==> src/rtl/spram_arbiter_pkg.sv <==
// rtl/spram_arbiter_pkg.sv - shared types and constants for the single-port RAM arbiter
package spram_arbiter_pkg;

    localparam int NUM_REQ = 2;

    typedef enum logic {
        INIT = 1'b0,
        RUN  = 1'b1
    } state_t;

endpackage

==> src/rtl/spram_arbiter_rr_arb2.sv <==
// rtl/spram_arbiter_rr_arb2.sv - two-way round-robin grant with priority pointer
module rr_arb2
    import spram_arbiter_pkg::*;
(
    input  logic               clk,
    input  logic               rst,
    input  logic               en_i,
    input  logic [NUM_REQ-1:0] valid_i,
    output logic [NUM_REQ-1:0] grant_o
);

    logic ptr_q;
    logic ptr_d;

    // The pointer only advances on contention, so a lone requester never steals priority.
    always_comb begin
        grant_o = '0;
        ptr_d   = ptr_q;
        if (en_i) begin
            if (&valid_i) begin
                grant_o = ptr_q ? 2'b10 : 2'b01;
                ptr_d   = ~ptr_q;
            end else begin
                grant_o = valid_i;
            end
        end
    end

    always_ff @(posedge clk or posedge rst) begin
        if (rst) begin
            ptr_q <= 1'b0;
        end else begin
            ptr_q <= ptr_d;
        end
    end

endmodule

==> src/rtl/spram_arbiter.sv <==
// rtl/spram_arbiter.sv - two-requester single-port RAM arbiter with clear-on-init sweep
module spram_arbiter
    import spram_arbiter_pkg::*;
#(
    parameter  int DATA_WIDTH = 32,
    parameter  int DATA_DEPTH = 1024,
    parameter  int BYTE_SIZE  = 8,
    localparam int AW         = $clog2(DATA_DEPTH),
    localparam int NB         = DATA_WIDTH / BYTE_SIZE
) (
    input  logic                          clk,
    input  logic                          rst,
    input  logic                          init_i,
    output logic                          init_busy_o,
    input  logic [NUM_REQ-1:0]            req_valid_i,
    output logic [NUM_REQ-1:0]            req_ready_o,
    input  logic [NUM_REQ*AW-1:0]         req_addr_i,
    input  logic [NUM_REQ*NB-1:0]         req_we_i,
    input  logic [NUM_REQ*DATA_WIDTH-1:0] req_wdata_i,
    output logic [NUM_REQ-1:0]            resp_valid_o,
    output logic [DATA_WIDTH-1:0]         resp_rdata_o,
    output logic [AW-1:0]                 ram_addr_o,
    output logic [NB-1:0]                 ram_we_o,
    output logic [DATA_WIDTH-1:0]         ram_wdata_o,
    input  logic [DATA_WIDTH-1:0]         ram_rdata_i
);

    localparam logic [AW-1:0] LAST_ADDR = AW'(DATA_DEPTH - 1);

    state_t                  state_q, state_d;
    logic [AW-1:0]           cnt_q, cnt_d;
    logic [AW-1:0]           addr_q;
    logic [DATA_WIDTH-1:0]   wdata_q;
    logic [NUM_REQ-1:0]      resp_valid_q, resp_valid_d;
    logic [NUM_REQ-1:0]      grant;
    logic                    run_en;
    logic                    sel;
    logic [NB-1:0]           sel_we;

    assign run_en = (state_q == RUN) && !init_i;
    assign sel    = grant[1];
    assign sel_we = req_we_i[int'(sel)*NB +: NB];

    rr_arb2 u_arb (
        .clk     (clk),
        .rst     (rst),
        .en_i    (run_en),
        .valid_i (req_valid_i),
        .grant_o (grant)
    );

    always_comb begin
        state_d      = state_q;
        cnt_d        = cnt_q;
        resp_valid_d = '0;
        ram_addr_o   = addr_q;
        ram_we_o     = '0;
        ram_wdata_o  = wdata_q;
        case (state_q)
            INIT: begin
                ram_addr_o  = cnt_q;
                ram_we_o    = '1;
                ram_wdata_o = '0;
                if (cnt_q == LAST_ADDR) begin
                    state_d = RUN;
                    cnt_d   = '0;
                end else begin
                    cnt_d = cnt_q + AW'(1);
                end
            end
            RUN: begin
                if (init_i) begin
                    state_d = INIT;
                end
                if (|grant) begin
                    ram_addr_o  = req_addr_i[int'(sel)*AW +: AW];
                    ram_we_o    = sel_we;
                    ram_wdata_o = req_wdata_i[int'(sel)*DATA_WIDTH +: DATA_WIDTH];
                    if (sel_we == '0) begin
                        resp_valid_d = grant;
                    end
                end
            end
            default: state_d = INIT;
        endcase
    end

    // Last driven address/data are captured every cycle so idle cycles hold them.
    always_ff @(posedge clk or posedge rst) begin
        if (rst) begin
            state_q      <= INIT;
            cnt_q        <= '0;
            addr_q       <= '0;
            wdata_q      <= '0;
            resp_valid_q <= '0;
        end else begin
            state_q      <= state_d;
            cnt_q        <= cnt_d;
            addr_q       <= ram_addr_o;
            wdata_q      <= ram_wdata_o;
            resp_valid_q <= resp_valid_d;
        end
    end

    assign req_ready_o  = grant;
    assign init_busy_o  = (state_q == INIT);
    assign resp_valid_o = resp_valid_q;
    assign resp_rdata_o = (|resp_valid_q) ? ram_rdata_i : '0;

endmodule
==> config.mk <==
export PLATFORM = sky130hd
export DESIGN_NAME = spram_arbiter
export DESIGN_NICKNAME = d
export VERILOG_FILES = /design/src/rtl/spram_arbiter_pkg.sv /design/src/rtl/spram_arbiter_rr_arb2.sv /design/src/rtl/spram_arbiter.sv
export SDC_FILE = /design/constraint.sdc
export NUM_CORES = 1
export LEC_CHECK = 0
export CORE_UTILIZATION = 35
export DETAILED_ROUTE_END_ITERATION = 7
export GPL_TIMING_DRIVEN = 0
export PLACE_DENSITY_LB_ADDON = 0.25
export SYNTH_ARGS = -nofsm -noshare
export SYNTH_HDL_FRONTEND = slang
export SYNTH_SLANG_ARGS = --single-unit
==> constraint.sdc <==
create_clock -name clk -period 2.4 [get_ports clk]
set_input_delay 0.48 -clock clk [delete_from_list [all_inputs] [get_ports clk]]
set_output_delay 0.48 -clock clk [all_outputs]
set_load 0.005 [all_outputs]
==> results_dict.tcl <==
set metrics [dict create \
    status "finished clean" \
    first_iter_violations 116 \
    drive_gt1_share_pct 19.7 \
    maxCapViolations 0 \
    drv_slew 0 \
    dpl.cell_count 664 \
    routabilityCongestion 0.844 \
    finalSetupTns_ns 0 \
    antenna_found_initial 0 \
    crit_family "buffers and inverters" \
    port_buffers 211 \
    avgSynthCellArea_um2 8.87 \
    clock_tree.root_cell "clkbuf_8" \
    grt_usage_pct 25.1 \
    worst_setup_path_start_kind "primary input" \
    hold_slack_ns 0.461 \
    period_share_pct 97.3 \
    vias 3597 \
    netlist_area_um2 3080 \
    reg2reg_depth 12 \
    cp_max_fo 10 \
    final_cells 700 \
    die_h_um 95.8 \
    tritoncts "built" \
    dr.pass1.iters 4 \
    finalNetCount 725 \
    ant_nets 0 \
    insertion_delay_ns 0.31 \
    async_flop_share_pct 100 \
    ys_warn_count 0 \
    n_fill_cell 665 \
    path_buf_inv 6 \
    cp.depth 8 \
    grt_pass1_wl_um 17300 \
    cpMostUsedCell "buf_6" \
    finalHoldViolCount 0 \
    grt_start_max_net_pins 42 \
    irDropWorstVdd_v 0.000222 \
    drc_errors 0 \
    critPathCaptureType "output port" \
    clk_pin_slew_ns 0.09 \
    slew_headroom_pct 71.3 \
    timing.final.crit_period_ns 2.34 \
    synthFlopType "dfrtp_1" \
    worst_pin_slew_ns 0.426 \
    grt_setup_unrepaired "yes" \
    cp_slowest_stage_delay_ns 0.53 \
    grt_overflow 0 \
    start_util_pct 36.7 \
    wire_per_inst_um 16.7 \
    slowest_stage "clkdlybuf4s50_1" \
    fin_util_pct 68.6 \
    fmax_mhz 428 \
    ys_types 37 \
    std_cell_rows 33 \
    synth_edf_count 0 \
    clockBufferDepth 2 \
    p_leak_nw 2.66 \
    place_hpwl_um 8770 \
    cts_max_level 2 \
    dieWidth_um 95.8 \
    clkSinkCount 56 \
    powerDensity_nw_per_um2 422 \
    synthToLayoutAreaGrowth_pct 86.9 \
    wirelength_um 11700 \
    yosysSeqAreaShare_pct 45.5 \
    required_ns 1.92 \
    clock-skew-final_ns 0.00989 \
    synth.net_count 477 \
    io_pins 212 \
    crit_chain "buf_2 -> inv_4 -> o21ai_4 -> buf_6 -> buf_8 -> buf_6 -> nor2_1 -> clkdlybuf4s50_1" \
    grt_pass1_vias 3576 \
    fp.coreArea_um2 8380 \
    cts_inserted_buffers 5 \
    die_area_um2 9170 \
    ys_ff_latch 56 \
    insertedDiodeCount 0 \
    postSynthCellCount 347 \
    cp.arrival_ns 1.86 \
    min_path_type "in2async" \
    critPathKind "in2out" \
    vias_per_cell 5.14 \
    setup_viol 0 \
]
-- logic make-up (layout without fill, tap and decap cells) --
kind of cell / Yosys count / in the layout / synth area share (%)
xor+xnor: 7 / 7 / 1.99
fa+ha+maj: 1 / 1 / 0.407
simple gates: 148 / 148 / 22.3
mux: 15 / 15 / 4.88
flops: 56 / 56 / 45.5
buf+inv: 31 / 279 / 5.33
compound gates: 89 / 89 / 19.6
-- power breakdown --
group	internal, mW	leakage, nW	switching (mW)	total, mW
Sequential	1.05	0.754	0.0991	1.15
Combinational	0.443	1.86	0.340	0.783
Clock	0.200	0.0410	0.290	0.490
Total	1.70	2.66	0.730	2.43
-- synth_stat cells (2+ instances only) --
cell type  count  area share (%)
nand2_1       68             8.3
mux2i_1       15             4.9
nand3_1        3            0.49
nand4_1        2            0.41
and3_1         2            0.41
buf_2         14             2.3
clkbuf_1       8            0.98
o21ai_1        5            0.81
nor2b_1       32             6.5
buf_6          2            0.73
buf_4          4            0.98
nor2_2         2            0.41
dfrtp_1       56              46
xnor2_1        6             1.7
a21oi_1        2            0.33
inv_1          2            0.24
a221oi_2       9             4.4
o31ai_1        2            0.49
o21ai_0       34             5.5
a31oi_1       33             6.7
nor2_1        30             3.7
-- registers in the layout, indices dropped and copies added, names as in the netlist --
register and cells:
wdata_q 32, resp_valid_o 2, addr_q 10, u_arb.ptr_q 1, state_q 1, cnt_q 10
-- worst register-to-register path: cells and delay by family, from the launching register on --
family,cells,cell delay [ns]
flops,1,0.39
buf+inv,8,1.07
compound gates,2,0.24
simple gates,2,0.14
-- per-stage QoR --
stage                     setup WS [ns]  power, mW  instance area, um^2
after global routing           -0.00766       2.58                 5750
after detailed placement         -0.754       1.92                 5340
after floorplan                   0.549       1.50                 3080
final                            0.0649       2.43                 5750
after CTS                        -0.157       2.41                 5650
after global placement           -0.690       1.89                 5320
-- repair_timing --
item / in CTS / in global routing
setup endpoints to repair: 67 / 62
setup buffers: 25 / 6
hold buffers: 0 / 0
hold endpoints to repair: 0 / 0
pin swaps: 8 / 4
cloned: 1 / 1
gates resized for setup: 140 / 35
-- final timing paths --
| path | slack (ns) | to | from |
|---|---|---|---|
| min in group clk | 0.51 | cnt_q[9] | cnt_q[9] |
| setup reg to reg | 0.47 | wdata_q[19] | state_q |
| setup / recovery | 0.06 | req_ready_o[1] | req_valid_i[0] |
| max in group asynchronous | 1.39 | u_arb.ptr_q | rst |
| hold reg to reg | 0.51 | cnt_q[9] | cnt_q[9] |
| hold / removal | 0.46 | wdata_q[17] | rst |
-- layout by cell type (no fill, tap or decap), types with 2 or more instances in the layout --
| cell | count |
|---|---|
| o21ai_1 | 8 |
| nor2b_1 | 32 |
| clkbuf_2 | 7 |
| buf_8 | 2 |
| and3_1 | 2 |
| a221oi_4 | 4 |
| clkbuf_4 | 2 |
| nand3_1 | 3 |
| nor2_2 | 3 |
| clkdlybuf4s50_1 | 162 |
| a31oi_1 | 25 |
| dfrtp_1 | 55 |
| a31oi_2 | 7 |
| mux2i_1 | 13 |
| clkbuf_1 | 2 |
| clkbuf_8 | 6 |
| dlygate4sd2_1 | 22 |
| nor2_4 | 2 |
| buf_4 | 31 |
| dlymetal6s2s_1 | 3 |
| xnor2_1 | 6 |
| nand2_1 | 68 |
| a21oi_1 | 2 |
| o21ai_0 | 31 |
| nor2_1 | 27 |
| mux2i_2 | 2 |
| o31ai_1 | 2 |
| a221oi_2 | 6 |
| nand4_1 | 2 |
| buf_6 | 10 |
| buf_2 | 24 |
| clkdlybuf4s15_1 | 2 |
-- final cells by class --
class / count / area (um^2) / area share (%)
Timing Repair Buffer: 242 / 2250 / 39.1
Sequential cell: 56 / 1400 / 24.4
Multi-Input combinational cell: 260 / 1660 / 28.9
Clock inverter: 1 / 5.00 / 0.0870
Tap cell: 105 / 131 / 2.28
Clock buffer: 6 / 72.6 / 1.26
Buffer: 27 / 218 / 3.79
Inverter: 3 / 13.8 / 0.239
-- layer usage --
metal	global-route usage [%]	wire length, um	share of wire, %
met5	0	0	0
met4	14.4	556	4.8
met3	4.58	826	7.1
met2	46.0	6010	51
met1	26.9	4300	37
Power figures use the tool's default switching activity.
